===== src/rtl/line_clear_pkg.sv =====
// Shared constants for the line-clear sequencer: FSM state codes, default sizes
// and the per-lock score table used when LINE_CLEAR_SCORE_EN is defined.
package line_clear_pkg;

  localparam int ROWS_DEF    = 20;
  localparam int IDX_W_DEF   = 6;
  localparam int TOTAL_W_DEF = 16;

  localparam logic [2:0] IDLE   = 3'd0;
  localparam logic [2:0] SETTLE = 3'd1;
  localparam logic [2:0] SCAN   = 3'd2;
  localparam logic [2:0] SHIFT  = 3'd3;
  localparam logic [2:0] DONE   = 3'd4;

  localparam logic [11:0] SCORE_1 = 12'd40;
  localparam logic [11:0] SCORE_2 = 12'd100;
  localparam logic [11:0] SCORE_3 = 12'd300;
  localparam logic [11:0] SCORE_4 = 12'd1200;

  function automatic logic [11:0] score_for(input logic [2:0] n);
    case (n)
      3'd0:    return 12'd0;
      3'd1:    return SCORE_1;
      3'd2:    return SCORE_2;
      3'd3:    return SCORE_3;
      default: return SCORE_4;
    endcase
  endfunction

endpackage


===== src/rtl/full_row_finder.sv =====
// Combinational priority encoder over the row_full flags; the highest index
// (lowest row on screen) wins. No latency, no flow control.
module full_row_finder #(
  parameter int ROWS  = 20,
  parameter int IDX_W = 6
) (
  input  logic [ROWS-1:0]  row_full,
  output logic             found,
  output logic [IDX_W-1:0] idx
);

  always_comb begin
    found = 1'b0;
    idx   = '0;
    for (int i = 0; i < ROWS; i++) begin
      if (row_full[i]) begin
        found = 1'b1;
        idx   = IDX_W'(i);
      end
    end
  end

endmodule


===== src/rtl/line_clear_ctrl.sv =====
// Line-clear sequencer: after lock_pulse, repeatedly shifts the board down over the lowest
// full row until none remain; clear_done 3+3n cycles later. Optional score: LINE_CLEAR_SCORE_EN.
module line_clear_ctrl
  import line_clear_pkg::*;
#(
  parameter int ROWS    = ROWS_DEF,
  parameter int IDX_W   = IDX_W_DEF,
  parameter int TOTAL_W = TOTAL_W_DEF
) (
  input  logic               clk,
  input  logic               reset,
  input  logic               lock_pulse,
  input  logic [ROWS-1:0]    row_full,
  output logic [ROWS-1:0]    advance_row,
  output logic               busy,
  output logic               clear_done,
  output logic [2:0]         lines_this_lock,
  output logic [TOTAL_W-1:0] lines_total
`ifdef LINE_CLEAR_SCORE_EN
  ,
  output logic [11:0]        score_delta
`endif
);

  logic [2:0]         state;
  logic [2:0]         count;
  logic               found;
  logic [IDX_W-1:0]   idx;
  logic [TOTAL_W:0]   total_sum;
  logic [TOTAL_W-1:0] total_sat;

  full_row_finder #(
    .ROWS  (ROWS),
    .IDX_W (IDX_W)
  ) u_finder (
    .row_full (row_full),
    .found    (found),
    .idx      (idx)
  );

  function automatic logic [ROWS-1:0] fill_mask(input logic [IDX_W-1:0] k);
    logic [ROWS-1:0] m;
    for (int i = 0; i < ROWS; i++) begin
      m[i] = (i <= int'(k));
    end
    return m;
  endfunction

  assign total_sum = {1'b0, lines_total} + {{(TOTAL_W - 2){1'b0}}, count};
  assign total_sat = total_sum[TOTAL_W] ? {TOTAL_W{1'b1}} : total_sum[TOTAL_W-1:0];
  assign busy      = (state != IDLE);

  // Strobes and result registers load on the SCAN exit edge so they are valid
  // exactly while the FSM sits in SHIFT or DONE.
  always_ff @(posedge clk or posedge reset) begin
    if (reset) begin
      state           <= IDLE;
      count           <= 3'd0;
      advance_row     <= '0;
      clear_done      <= 1'b0;
      lines_this_lock <= 3'd0;
      lines_total     <= '0;
`ifdef LINE_CLEAR_SCORE_EN
      score_delta     <= 12'd0;
`endif
    end else begin
      advance_row <= '0;
      clear_done  <= 1'b0;
      case (state)
        IDLE: begin
          if (lock_pulse) state <= SETTLE;
        end
        SETTLE: begin
          state <= SCAN;
        end
        SCAN: begin
          if (found) begin
            state       <= SHIFT;
            advance_row <= fill_mask(idx);
            count       <= (count == 3'd7) ? count : count + 3'd1;
          end else begin
            state           <= DONE;
            clear_done      <= 1'b1;
            lines_this_lock <= count;
            lines_total     <= total_sat;
`ifdef LINE_CLEAR_SCORE_EN
            score_delta     <= score_for(count);
`endif
            count           <= 3'd0;
          end
        end
        SHIFT: begin
          state <= SETTLE;
        end
        DONE: begin
          state <= IDLE;
        end
        default: begin
          state <= IDLE;
        end
      endcase
    end
  end

endmodule


===== config.mk =====
export PLATFORM = sky130hd
export DESIGN_NAME = line_clear_ctrl
export DESIGN_NICKNAME = d
export VERILOG_FILES = /design/src/rtl/line_clear_pkg.sv /design/src/rtl/full_row_finder.sv /design/src/rtl/line_clear_ctrl.sv
export SDC_FILE = /design/constraint.sdc
export NUM_CORES = 1
export LEC_CHECK = 0
export CORE_UTILIZATION = 39
export CTS_BUF_LIST = sky130_fd_sc_hd__clkbuf_8
export DETAILED_ROUTE_END_ITERATION = 10
export DONT_BUFFER_PORTS = 1
export PLACE_DENSITY = 0.64
export SLEW_MARGIN = 10
export SYNTH_ARGS = -nofsm -noshare
export SYNTH_HDL_FRONTEND = slang
export SYNTH_SLANG_ARGS = --single-unit

===== constraint.sdc =====
create_clock -name clk -period 6.6 [get_ports clk]
set_clock_uncertainty 0.2 [all_clocks]
set_input_delay 0.66 -clock clk [delete_from_list [all_inputs] [get_ports clk]]
set_output_delay 0.66 -clock clk [all_outputs]
set_load 0.05 [all_outputs]

==> results_dict.tcl <==
set metrics [dict create \
    status "completed" \
    crit_buf_inv 1 \
    grt_pass1_vias 1710 \
    numCtsBuffers 5 \
    synth_top_area_share_pct 50.0 \
    dr_wl_met3_um 314 \
    start_util_pct 41.1 \
    fin_util_pct 44.0 \
    arrival_ps 3080 \
    power_leakage_nw 1.10 \
    yosysTopAreaCell "dfrtp_1" \
    period_share_pct 46.8 \
    via_per_inst 5.67 \
    drv_slew 0 \
    synth.avg_cell_area_um2 10.4 \
    vias 1691 \
    htree_levels 2 \
    placed_cell_area_mm2 0.00237 \
    path_delay_family "simple AND/OR/NAND/NOR gates" \
    die-height_um 78.9 \
    synth_top_family_by_area "simple AND/OR/NAND/NOR gates" \
    place.gp.congestion 0.858 \
    drt_first_pass_iters 4 \
    synth_adder_area_share_pct 3.59 \
    syn_inst 221 \
    required_ps 6580 \
    grt_max_degree 47 \
    nets 254 \
    maxCapViolCount 0 \
    ys_warn_count 0 \
    power.density_mw_per_mm2 383 \
    path_cells "ha_1 > inv_1 > fa_1 > nor2b_1 > nor2_1 > or4_1 > nor3_1 > mux2_2" \
    holdWs_ps 250 \
    clkTransAtPathRegs_ps 90 \
    drt_wl_total_um 4970 \
    synthMuxAreaShare_pct 4.24 \
    cts_buffer_depth 2 \
    syn-cell-area_mm2 0.00230 \
    n_antenna_cell 0 \
    cp-start-kind "register" \
    fill_cells 555 \
    fmax_ghz 0.323 \
    rsz0062_at_grt "false" \
    antenna_found_initial 0 \
    crit_path_max_fanout 5 \
    slowest_stage "dfrtp_1" \
    synth_xor_area_share_pct 1.14 \
    chipWidth_um 78.9 \
    grt_first_pass_wirelength_um 8280 \
    max_slew_margin_pct 37.0 \
    core_mm2 0.00561 \
    drc 0 \
    worst_pin_slew_ps 943 \
    yosys-top-cells-area "dfrtp_1 50%, nor4_4 3.7%, nor2_1 3.6%" \
    synth-seq-area-share_pct 50.0 \
    io_pins 64 \
    cts_resized 0 \
    hold_violations 0 \
    wl_met1_um 2100 \
    dr_wl_met2_um 2490 \
    vdd_drop_max_mv 0.133 \
    die_area_mm2 0.00622 \
    cts_setup_buffers 0 \
    synth_seq_cells 46 \
    top_layer "met4" \
    setup_violations 0 \
    clock_latency_ps 290 \
    power_mw 0.945 \
    fin_tns_setup_ps 0 \
    holdBufCountCts 0 \
    final_layout_size_suffix_gt1_share_pct 11.9 \
    track_usage_pct 17.5 \
    wl_per_cell_um 16.7 \
    postRouteAntennaNets 0 \
    overflow 0 \
    drt_iter0_drc 64 \
    num_rows 27 \
    synthSimpleGateAreaFrac_pct 27.2 \
    place_hpwl_um 3730 \
    min_path_type "input port to async pin" \
    fin_crit_ps 3090 \
    clock_sinks 46 \
    area_growth_syn_to_layout_pct 7.01 \
    crit_type "register to register" \
    io_buffers 0 \
    cts_tree "built" \
    postLayoutCellArea_mm2 0.00246 \
    crit_path_max_incr_delay_ps 670 \
    cp-end-kind "register" \
    synth.distinct_cells 46 \
    root_buffer "clkbuf_8" \
    syn_nets 250 \
    synth_compound_area_share_pct 11.5 \
]
==> state kept, by name, summed over array words and instances (netlist names) <==
signal	flops
advance_row	20
lines_total	16
count	3
lines_this_lock	3
state	3
clear_done	1
==> worst register-to-register path: cells and delay by family (launching register included) <==
kind | cells | cell delay [ps]
adder cells (fa/ha/maj) | 2 | 650
AND/OR/NAND/NOR | 4 | 1060
multiplexers | 1 | 350
buffers and inverters | 1 | 50
flip-flops | 1 | 670
==> cells in the mapped netlist (all sizes together) <==
library cell  count
a2111oi           1
a21o              3
a21oi            12
a22o              2
a31oi             3
a41oi             1
and2              2
and4              1
buf               2
clkbuf            1
dfrtp            46
fa                1
ha                5
inv               9
mux2              6
mux2i             3
nand2            19
nand2b            4
nand3            12
nand3b            1
nand4             5
nor2             22
nor2b             4
nor3             10
nor3b             2
nor4              6
o211ai            2
o21ai             9
o21bai            1
o221ai            1
o22ai             1
o31ai             5
o32ai             1
or2               3
or3               4
or4               8
xnor2             2
xor2              1
==> per-layer routing <==
layer  up-vias  global-route usage (%)
met4         0                    6.55
li1        814                       -
met3         4                    6.21
met2        55                    30.1
met1       818                    19.8
met5         -                       0
==> cells by family after synthesis <==
family	after synthesis
simple gates	103
flops	46
mux	9
compound gates	42
fa+ha+maj	6
buf+inv	12
xor+xnor	3
==> placed cells by master (no fill, tap or decap), types with 2 or more instances in the layout <==
master / synthesis / routed
or3_1: 4 / 4
a21oi_1: 12 / 12
o31ai_1: 5 / 5
nand3_1: 11 / 11
nor4_1: 2 / 2
nor2_1: 22 / 22
o21ai_0: 9 / 9
or4_1: 7 / 7
o211ai_1: 2 / 2
nor2b_1: 4 / 4
nand2_1: 18 / 18
nor4_4: 4 / 4
mux2i_1: 3 / 3
a31oi_1: 3 / 3
nor3_1: 9 / 9
clkbuf_8: 0 / 6
mux2_2: 6 / 6
xnor2_1: 2 / 2
dfrtp_1: 46 / 46
nand2b_1: 4 / 4
a22o_1: 2 / 2
and2_1: 2 / 2
a21o_1: 3 / 3
ha_1: 5 / 5
or2_2: 3 / 3
nand4_1: 4 / 4
inv_1: 9 / 9
==> layout make-up <==
class                   instances  area (um^2)  share of cell area, %
clock buffers                   6         82.6                   3.35
clock inverters                 2         8.76                  0.355
multi-input cells             163         1100                   44.6
flip-flops and latches         46         1150                   46.7
well taps                      72         90.1                   3.65
inverters                       9         33.8                   1.37
==> metrics by stage <==
stage,std cells,worst slack (ps)
after floorplan,221,3670
after global placement,290,3580
after detailed placement,290,3530
after CTS,298,3510
after global routing,298,3340
final,298,3510
==> power breakdown <==
group	switching (mW)	leakage (nW)	internal [mW]
Sequential	0.244	0.604	0.349
Combinational	0.108	0.440	0.0692
Clock	0.0914	0.0524	0.0831
==> path summary, 6_finish.rpt <==
path | startpoint | to | slack (ps) | cells after the start
max reg2reg | lines_total[0]$_DFFE_PP0P_ | lines_total[14]$_DFFE_PP0P_ | 3510 | 8
min reg2reg | state[2]$_DFFE_PP0P_ | state[0]$_DFFE_PP0P_ | 310 | 1
max | lines_total[0]$_DFFE_PP0P_ | lines_total[14]$_DFFE_PP0P_ | 3510 | 8
min | reset | lines_this_lock[2]$_DFFE_PP0P_ | 250 | 1
min in group clk | row_full[19] | advance_row[19]$_DFF_PP0_ | 300 | 1
max in group asynchronous | reset | lines_total[13]$_DFFE_PP0P_ | 5360 | 1
(Power assumes the default switching activity.)
==> patch: new RTL, same flow settings <==
The package constant `TOTAL_W_DEF` goes from 16 to 32.
--- a/src/rtl/line_clear_pkg.sv
+++ b/src/rtl/line_clear_pkg.sv
@@ -5,5 +5,5 @@
   localparam int ROWS_DEF    = 20;
   localparam int IDX_W_DEF   = 6;
-  localparam int TOTAL_W_DEF = 16;
+  localparam int TOTAL_W_DEF = 32;
 
   localparam logic [2:0] IDLE   = 3'd0;
Interface: changed (resized lines_total); port bits go from 64 to 80. The function was not compared with the original's and may differ.
==> patch against the original RTL <==
Area after synthesis is 36% higher. Setup slack worse by 65 ps. Wire length is 46% higher. Final area is 40% higher. Total power is 29% higher. Sequential cell count is 16 higher. Fmax is 2.1% lower. Critical path type unchanged. Largest power group unchanged. Final cell count is 47% higher. Utilization is 0.72 points higher. Global-route usage is 1.2 points higher. Hold slack worse by 34 ps. Count of clock-buffer cells in the layout is 3 higher.
==> patch: results (changes against the original RTL) <==
Vias in the first global route -> 2451 (was 1710)
Routed via count -> 2409 (was 1691)
Routability cong. -> 0.813 (was 0.858)
Largest net degree at the start of global routing -> 63 (was 47)
FFs w/ async S/R, synth -> 100% (unchanged)
Worst-Skew Late Latency -> 340 ps (was 290 ps)
Leak Pwr -> 1.62 nW (was 1.10 nW)
Sequential share of the synthesized area -> 49.5% (was 50.0%)
Flops & latches, synth -> 62 (was 46)
Synth top area cells -> dfrtp_1 50%, nand2_1 6.8%, xnor2_1 3.6% (was dfrtp_1 50%, nor4_4 3.7%, nor2_1 3.6%)
CP arrival -> 3200 ps (was 3080 ps)
Post-synthesis net count -> 353 (was 250)
Syn avg cell area -> 9.67 µm² (was 10.4 µm²)
Buffers excl. clock -> 1 (was 0)
Register area -> 1550 µm² (was 1150 µm²)
Placed Cells -> 421 (was 290)
WL final -> 7270 µm (was 4970 µm)
Library cells used by synthesis -> 49 (was 46)
ClkCell Share -> 6.20% (was 3.71%)
Sum Neg Setup Slack -> 0 ps (unchanged)
Post-CTS Setup Repair Bufs -> 0 (unchanged)
Share of post-route cells with drive strength above 1 -> 8.36% (was 11.9%)
Non-CTS inverters -> 20 (was 9)
Top Registers -> lines_total (32), advance_row (20) (was advance_row (20), lines_total (16))
Antenna violations before repair -> 0 (unchanged)
Root Buffer -> clkbuf_8 (unchanged)
CTS buffer count -> 9 (was 5)
Top cells by count, synth -> 62 x dfrtp_1, 57 x nand2_1, 21 x nor2_1, 19 x inv_1, 18 x a21oi_1 (was 46 x dfrtp_1, 22 x nor2_1, 18 x nand2_1, 12 x a21oi_1, 11 x nand3_1)
Clock transition at path regs -> 70 ps (was 90 ps)
Max incr delay on CP -> 670 ps (about the same)
Run status -> finished, final reports clean (unchanged)
Overflow after GRT -> 0 (unchanged)
Peak VDD IR -> 0.123 mV (was 0.133 mV)
Layout Cells excl Fill -> 437 (was 298)
CLK BUF -> 9 (was 6)
Multi-input combinational area share -> 42.6% (was 44.6%)
First-pass GRT wire length -> 12000 µm (was 8280 µm)
DR pass1 iterations -> 6 (was 4)
Buffer share of cell area -> 0.217% (was 0%)
Drt first-iter violations -> 87 (was 64)
GRT Util Overall -> 18.6% (was 17.5%)
Max H-tree Level -> 3 (was 2)
Multi-input gates -> 236 (was 163)
Fin nets -> 359 (was 254)
NetSw -> 0.000497 W (was 0.000444 W)
CP Max Fanout -> 25 (was 5)
Max reg flops -> 32 (was 20)
Final HPWL DP -> 5310 µm (was 3730 µm)
Slew HR -> 34.0% (was 37.0%)
Filler cell count -> 720 (was 555)
patch: path summary, 6_finish.rpt:
kind	slack, ps	cells past startpoint	from	to
min reg2reg	330	1	state[2]	state[0]
min	220	2	reset	advance_row[8]
max	3440	9	lines_total[0]	lines_total[1]
min in group clk	240	2	lock_pulse	state[0]
max in group asynchronous	5460	2	reset	lines_total[8]
max reg2reg	3440	9	lines_total[0]	lines_total[1]
patch: power by group through the flow:
stage | clock (W) | combinational (W) | sequential, W
3_5_place_dp | 0 | 0.000166 | 0.000699
2_1_floorplan | 0 | 0.000133 | 0.000681
4_1_cts | 0.000374 | 0.000166 | 0.000693
6_report | 0.000365 | 0.000163 | 0.000690
3_3_place_gp | 0 | 0.000160 | 0.000701
5_1_grt | 0.000389 | 0.000187 | 0.000700
patch: per-stage QoR:
stage	setup WS, ps	hold slack, ps	util [%]	area (µm²)
detailed placement	3450	326	41.9	3240
global route	3210	234	44.7	3450
global placement	3510	306	41.9	3240
CTS	3440	228	44.7	3450
floorplan	3860	266	-	3130
finish	3440	216	44.7	3450
patch: cells by family (layout without fill, tap and decap cells):
logic type / Yosys count / count (layout) / share of synthesized area (%)
flops: 62 / 62 / 49.5
mux: 4 / 4 / 1.44
fa+ha+maj: 6 / 6 / 2.64
xor+xnor: 22 / 22 / 6.15
buf+inv: 26 / 37 / 3.48
compound gates: 47 / 47 / 9.31
simple gates: 157 / 157 / 27.4
patch: worst register-to-register path: stages, from the launching register on:
cell and delay [ps]:
dfrtp_1 670, ha_1 260, inv_1 50, fa_1 400, inv_1 70, a21oi_1 170
nor2_1 210, and3_1 390, nand4_4 390, o211ai_1 260
patch: per-layer routing:
layer	up-vias	wire length, µm	global-route usage [%]
met4	0	119	8.47
met5	-	0	0
met1	1153	3160	22.3
met3	9	695	8.62
met2	84	3300	28.5
li1	1163	-	-
